==> config.mk <==
export PLATFORM = sky130hd
export DESIGN_NAME = control_unit_fsm
export DESIGN_NICKNAME = d
export VERILOG_FILES = /design/src/rtl/control_unit_fsm.sv
export SDC_FILE = /design/constraint.sdc
export NUM_CORES = 1
export LEC_CHECK = 0
export CELL_PAD_IN_SITES_DETAIL_PLACEMENT = 1
export CELL_PAD_IN_SITES_GLOBAL_PLACEMENT = 2
export CORE_ASPECT_RATIO = 1.5
export CORE_MARGIN = 2
export CORE_UTILIZATION = 21
export CTS_CLUSTER_DIAMETER = 80
export CTS_CLUSTER_SIZE = 12
export DETAILED_ROUTE_END_ITERATION = 7
export PLACE_DENSITY = 0.9
export SYNTH_ARGS = -nofsm -noshare
export SYNTH_HDL_FRONTEND = slang
export SYNTH_SLANG_ARGS = --single-unit
export TNS_END_PERCENT = 20
==> constraint.sdc <==
create_clock -name CLK -period 4.89 [get_ports CLK]
set_input_delay 1.2225 -clock CLK [delete_from_list [all_inputs] [get_ports CLK]]
set_output_delay 1.2225 -clock CLK [all_outputs]
set_load 0.05 [all_outputs]
==> src/rtl/control_unit_fsm.sv <==
// Multi-cycle control FSM for a small MIPS-like core.
// Define CU_JUMP_EN to enable j/jal/jr; otherwise they decode as illegal.
module control_unit_fsm (
  input  logic       CLK,
  input  logic       Reset,
  input  logic [5:0] op,
  input  logic       zero,
  output logic       PCWre,
  output logic       IRWre,
  output logic       ExtSel,
  output logic       ALUSrcB,
  output logic [2:0] ALUOp,
  output logic       RegWre,
  output logic [1:0] RegDst,
  output logic       mRD,
  output logic       mWR,
  output logic       DBDataSrc,
  output logic [1:0] PCSrc,
  output logic [2:0] state
);

  typedef enum logic [2:0] {
    S_IF     = 3'b000,
    S_ID     = 3'b001,
    S_EXE_LS = 3'b010,
    S_MEM    = 3'b011,
    S_WB_L   = 3'b100,
    S_EXE_B  = 3'b101,
    S_EXE_A  = 3'b110,
    S_WB_A   = 3'b111
  } state_e;

  localparam logic [5:0] OP_ADD   = 6'b000000;
  localparam logic [5:0] OP_SUB   = 6'b000001;
  localparam logic [5:0] OP_ADDIU = 6'b000010;
  localparam logic [5:0] OP_ANDI  = 6'b010000;
  localparam logic [5:0] OP_AND   = 6'b010001;
  localparam logic [5:0] OP_ORI   = 6'b010010;
  localparam logic [5:0] OP_OR    = 6'b010011;
  localparam logic [5:0] OP_SLTI  = 6'b011100;
  localparam logic [5:0] OP_SW    = 6'b100110;
  localparam logic [5:0] OP_LW    = 6'b100111;
  localparam logic [5:0] OP_BEQ   = 6'b110000;
  localparam logic [5:0] OP_BNE   = 6'b110001;
  localparam logic [5:0] OP_HALT  = 6'b111111;
`ifdef CU_JUMP_EN
  localparam logic [5:0] OP_J     = 6'b111000;
  localparam logic [5:0] OP_JR    = 6'b111001;
  localparam logic [5:0] OP_JAL   = 6'b111010;
`endif

  state_e state_q, state_d;

  logic is_r, is_i, is_lw, is_sw;
  logic is_beq, is_bne, is_halt;
  logic is_j, is_jal, is_jr;
  logic is_alu, is_jump, illegal;

  always_comb begin
    is_r    = 1'b0;
    is_i    = 1'b0;
    is_lw   = 1'b0;
    is_sw   = 1'b0;
    is_beq  = 1'b0;
    is_bne  = 1'b0;
    is_halt = 1'b0;
    is_j    = 1'b0;
    is_jal  = 1'b0;
    is_jr   = 1'b0;
    ALUOp   = 3'b000;
    case (op)
      OP_ADD:   is_r = 1'b1;
      OP_SUB:   begin is_r = 1'b1; ALUOp = 3'b001; end
      OP_AND:   begin is_r = 1'b1; ALUOp = 3'b100; end
      OP_OR:    begin is_r = 1'b1; ALUOp = 3'b011; end
      OP_ADDIU: is_i = 1'b1;
      OP_ANDI:  begin is_i = 1'b1; ALUOp = 3'b100; end
      OP_ORI:   begin is_i = 1'b1; ALUOp = 3'b011; end
      OP_SLTI:  begin is_i = 1'b1; ALUOp = 3'b110; end
      OP_LW:    is_lw = 1'b1;
      OP_SW:    is_sw = 1'b1;
      OP_BEQ:   begin is_beq = 1'b1; ALUOp = 3'b001; end
      OP_BNE:   begin is_bne = 1'b1; ALUOp = 3'b001; end
      OP_HALT:  is_halt = 1'b1;
`ifdef CU_JUMP_EN
      OP_J:     is_j = 1'b1;
      OP_JAL:   is_jal = 1'b1;
      OP_JR:    is_jr = 1'b1;
`endif
      default:  ;
    endcase
  end

  assign is_alu  = is_r | is_i;
  assign is_jump = is_j | is_jal | is_jr;
  assign illegal = ~(is_alu | is_lw | is_sw | is_beq | is_bne |
                     is_halt | is_jump);

  // Immediate extension and operand routing depend on op only.
  assign ExtSel  = ~((op == OP_ANDI) | (op == OP_ORI));
  assign ALUSrcB = is_i | is_lw | is_sw;
  assign RegDst  = is_r ? 2'b10 :
                   (is_i | is_lw) ? 2'b01 : 2'b00;
  assign state   = state_q;

  always_ff @(posedge CLK or posedge Reset) begin
    if (Reset) state_q <= S_IF;
    else       state_q <= state_d;
  end

  always_comb begin
    state_d   = S_IF;
    PCWre     = 1'b0;
    IRWre     = 1'b0;
    RegWre    = 1'b0;
    mRD       = 1'b0;
    mWR       = 1'b0;
    DBDataSrc = 1'b0;
    PCSrc     = 2'b00;
    unique case (state_q)
      S_IF: begin
        IRWre   = 1'b1;
        state_d = S_ID;
      end
      S_ID: begin
        if (is_alu)              state_d = S_EXE_A;
        else if (is_lw | is_sw)  state_d = S_EXE_LS;
        else if (is_beq | is_bne) state_d = S_EXE_B;
        // halt leaves PC alone so it refetches itself
        PCWre  = illegal | is_jump;
        RegWre = is_jal;
        if (is_j | is_jal) PCSrc = 2'b11;
        else if (is_jr)    PCSrc = 2'b10;
      end
      S_EXE_A:  state_d = S_WB_A;
      S_WB_A: begin
        PCWre  = 1'b1;
        RegWre = 1'b1;
      end
      S_EXE_LS: state_d = S_MEM;
      S_MEM: begin
        mRD     = is_lw;
        mWR     = is_sw;
        PCWre   = is_sw;
        state_d = is_lw ? S_WB_L : S_IF;
      end
      S_WB_L: begin
        PCWre     = 1'b1;
        RegWre    = 1'b1;
        DBDataSrc = 1'b1;
      end
      S_EXE_B: begin
        PCWre = 1'b1;
        if ((is_beq & zero) | (is_bne & ~zero)) PCSrc = 2'b01;
      end
    endcase
  end

endmodule

# After elaboration in Yosys (flattened, before gate mapping)

Cells that the tools add are included.
W data, S select, Z words.

Word-level logic and storage cells: 69
Bits in registers: 3

Mux-type cells: 23
Reductions and logical operators: 9
Eq/ne operators: 19
Bitwise logic cells: 17

Operators with widths:

| kind                 | count |
|---|---|
| $eq A6 B5 Y1 const B | 5 |
| $eq A6 B6 Y1 const B | 5 |
| $mux W1              | 15 |
| $pmux W3 S5          | 1 |
| $eq A3 B3 Y1 const B | 4 |
| $mux W3              | 4 |
| $or A1 B1 Y1         | 12 |
| $pmux W3 S4          | 1 |
| $reduce_or A4 Y1     | 2 |
| $eq A3 B2 Y1 const B | 2 |
| $eq A6 B1 Y1 const B | 1 |
| $eq A6 B2 Y1 const B | 1 |
| $logic_not A6 Y1     | 1 |
| $reduce_or A2 Y1     | 3 |
| $reduce_or A3 Y1     | 2 |
| $eq A3 B1 Y1 const B | 1 |
| $logic_not A3 Y1     | 1 |
| $not A1 Y1           | 3 |
| $pmux W1 S3          | 1 |
| $and A1 B1 Y1        | 2 |
| $mux W2              | 1 |

# Depth between registers and ports, before layout

Gate-level depths: netlist of the first run.

Depth after elaboration: 11
Mapped depth: 6
Depth with buffers taken out: 4

# Worst setup path after synthesis of the first run

No wires, ideal clock.

Kind: input -> output
Start point: input op[3]
End point: output PCSrc[0]
Path buffers: 2
Arrival time: 3.201 ns
Path slack: 0.467 ns
Stages on the path: 4
Cells stage by stage: buf_6 -> or2_1 -> buf_6 -> nor4_1

Cells in the longest elaborated chain, start to end: 6

Ends and longest elaborated chain:

| what            | line | text |
|---|---|---|
| start, declared | 6    | `input logic [5:0] op,` |
| $eq A6 B6 Y1    | 71   | `case (op)` |
| $mux W1         | 71   |  |
| $and A1 B1 Y1   | 154  | `if ((is_beq & zero) \| (is_bne & ~zero)) PCSrc = 2'b01;` |
| $or A1 B1 Y1 *  | 154  |  |
| $mux W1 *       | 154  |  |
| $mux W1 *       | n/a  |  |
| end, declared   | 18   | `output logic [1:0] PCSrc,` |

Mark *: on every way between the ends. The rest lies on a longest branch, timed or not.

# Worst setup path after layout of the first run

Start point: input op[3]
End point: output RegDst[1]

Cells in the longest elaborated chain, start to end: 4

Ends and longest elaborated chain:

| what                                       | line | text |
|---|---|---|
| $eq A6 B5 Y1, or another cell as far along | 71   |  |
| $reduce_or A4 Y1 (no line) *               | n/a  |  |
| $mux W1 *                                  | 71   |  |
| $mux W2 *                                  | 102  | `assign RegDst = is_r ? 2'b10 :` |
| end, declared                              | 14   | `output logic [1:0] RegDst,` |

Marks and branches as above.

==> results of run 1 <==
cell families (layout without fill, tap and decap cells):
logic type | count (synthesis) | in the layout
flip-flops | 3 | 3
AND/OR/NAND/NOR | 45 | 45
buffers and inverters | 11 | 35
AO/OA/AOI/OAI | 14 | 14
other | 1 | 1
XOR/XNOR | 2 | 2
worst register-to-register path, delay by kind of cell (launching register included):
family	cells	cell delay, ps
AND/OR/NAND/NOR	3	770
flip-flops	1	450
power groups by stage:
stage	sequential, mW	clock, mW	combinational [mW]
after floorplan	0.0774	0	0.117
after global placement	0.0513	0	0.208
after detailed placement	0.0516	0	0.210
after CTS	0.0519	0.0463	0.211
after global routing	0.0544	0.0481	0.222
final	0.0514	0.0453	0.210
final cells by class:
type                       count  area [µm²]  share of cell area
multi-input combinational     62         382               0.480
timing repair buffer          28         270               0.340
sequential                     3        75.1              0.0945
tap                           24        30.0              0.0378
clock buffer                   4        26.3              0.0331
inverter                       3        11.3              0.0142
routing by layer:
| layer | global-route usage | wire length [µm] | vias to the layer above |
|---|---|---|---|
| met5 | 0 | 0 | - |
| met4 | 0.0551 | 15 | 0 |
| met3 | 0.00820 | 83 | 2 |
| met2 | 0.236 | 922 | 25 |
| met1 | 0.130 | 669 | 295 |
| li1 | - | - | 318 |
path summary, 6_finish.rpt:
path                       slack, ps  cells past startpoint   endpoint  startpoint
setup / recovery                 370                      4  RegDst[1]       op[3]
hold / removal                   630                      1   state[0]    state[0]
setup reg to reg                3540                      3   state[2]    state[0]
hold reg to reg                  630                      1   state[0]    state[0]
max in group asynchronous       3600                      2   state[2]       Reset
min in group asynchronous       1160                      2   state[1]       Reset
layout by cell type (no fill, tap or decap), drive strengths merged:
cell           instances
clkdlybuf4s50         19
buf                    9
nor2                   8
nor3                   5
nand2                  5
nor2b                  4
nand2b                 4
or3                    4
clkbuf                 4
o21ai                  4
or4                    3
inv                    3
a21oi                  3
dfrtp                  3
nand4b                 2
a211oi                 2
xor2                   2
nor4                   2
a211o                  2
or2                    1
o22a                   1
and3b                  1
nor4b                  1
and2                   1
o22ai                  1
and4                   1
nand3b                 1
a31oi                  1
and3                   1
nand3                  1
conb                   1
stage by stage:
stage / util / setup slack (ps)
after floorplan: - / 467
after global placement: 0.314 / 375
after detailed placement: 0.314 / 332
after CTS: 0.324 / 341
after global routing: 0.324 / 242
final: 0.324 / 366
==> impl_metrics.toml, run 1 <==
[sta]
final_hold_viol_count = 0
fmax_mhz = 221
finalCritPeriodShare = 0.925
setup_viol = 0
finalSetupTns_ps = 0
min_period_ps = 4520
fin_hold_ws_ps = 633
finalClockSkew_ps = 0.501
drv_slew = 0
rsz0062_at_grt = "false"

[detailed_routing]
drc = 0
first_iter_violations = 4
via_count = 640
dr.pass1.iters = 4
wire_per_inst_um = 13.6
viasPerCell = 5.16
drt_wl_total_um = 1690
detail-route-antenna-nets = 0

[die]
initial_utilization = 0.220
die_w_um = 45.4
coreArea_um2 = 2450
fp.dieH_um = 66.1
dieArea_um2 = 3000
num_io_pins = 27
rows = 22

[layout]
largest_register_ffs = 3
layout.cells.non_filler = 124
num-nets-final = 110
n_antenna_cell = 0
syn_to_final_growth_pct = 47.3
drive_above_1_share = 0.160
fin_area_um2 = 795
fillers = 326

[power_and_ir_drop]
p_int_mw = 0.136
power_switching_mw = 0.170
powerDensity_nw_per_um2 = 386
p_leak_nw = 0.310
comb_power_share = 0.685
ir_drop_v = 0.000140
swShare = 0.555
pwr-share-clk = 0.148
p_total_mw = 0.306
sequentialPowerShare = 0.168

[flow_run]
drv_cap = 0

[placement]
dp_hpwl_um = 1360
gp_congestion = 0.787
port_buffers = 25
placed_cells = 120
placed_area_um2 = 768

[clocking]
clock_latency_ps = 240
cts_tree = "done"
cts.sinks = 3
cts_hold_buffers = 0
cts-buffers-inserted = 3
h-tree-depth = 1
path_clk_slew_ps = 40
cts_max_path_buffers = 2
clockRootBuffer = "clkbuf_4"
cts_resized = 0
post_cts_buffers = 0

[grt]
grt_pass1_wl_um = 2800
grt.total_usage = 0.124
antenna_found_initial = 0
grt_start_max_net_pins = 12
overflow = 0
grt_pass1_vias = 643

[synth]
post_synth_mux_area_share = 0
post_synth_most_frequent_cells = "nor2_1 (8), nand2_1 (5), nor3_1 (5)"
netlist_instances = 76
avgSynthCellArea_um2 = 7.10
synth_nets = 85
asyncSetResetFlopFracSynth = 1.00
seq_area_frac_synth = 0.139
ys_seq_elements = 3
synthXorXnorAreaFrac = 0.0325
synth.area.top_cells = "dfrtp_1 (14%), buf_6 (6.3%), nor2_1 (5.6%)"
synth_top_area_cell = "dfrtp_1"
synth_top_family_by_area = "simple AND/OR/NAND/NOR gates"
yosys_most_used_dff = "dfrtp_1"
synth-simple-area-share = 0.494
yosysTopAreaCellShare = 0.139
synth_compound_gate_area_share = 0.174
syn-cell-area_um2 = 539
synth_adder_area_share = 0
synth_most_common_cell = "nor2_1"
ys_warn_count = 0
synth_edf_count = 0
synth_cell_type_count = 38

[status]
status = "finished clean"

[setup_path]
path_cells = "clkdlybuf4s50_1, or2_1, nor4_2, clkdlybuf4s50_1"
worst_ep_arrival_time_ps = 3300
cp.required_ps = 3670
cp-end-kind = "output pin"
max_stage_delay_ps = 860
cp-start-kind = "primary input"
cp_max_fo = 9
crit_buf_inv = 2
criticalPathCategory = "in2out"
cp_common_cell = "clkdlybuf4s50_1"
crit_path_top_delay_cell = "clkdlybuf4s50_1"
crit_family = "buffers and inverters"

[worst_hold_path]
holdCritPathClass = "reg2reg"
No activity file was read; power rests on OpenSTA's default activity.
==> run 2: changes to the inputs <==
--- a/config.mk
+++ b/config.mk
@@ -11,7 +11,7 @@
 export CORE_MARGIN = 2
 export CORE_UTILIZATION = 21
 export CTS_CLUSTER_DIAMETER = 80
-export CTS_CLUSTER_SIZE = 12
+export CTS_CLUSTER_SIZE = 40
 export DETAILED_ROUTE_END_ITERATION = 7
 export PLACE_DENSITY = 0.9
 export SYNTH_ARGS = -nofsm -noshare
==> results of run 2 <==
Final layout, timing and power as in run 1 (identical DEF).
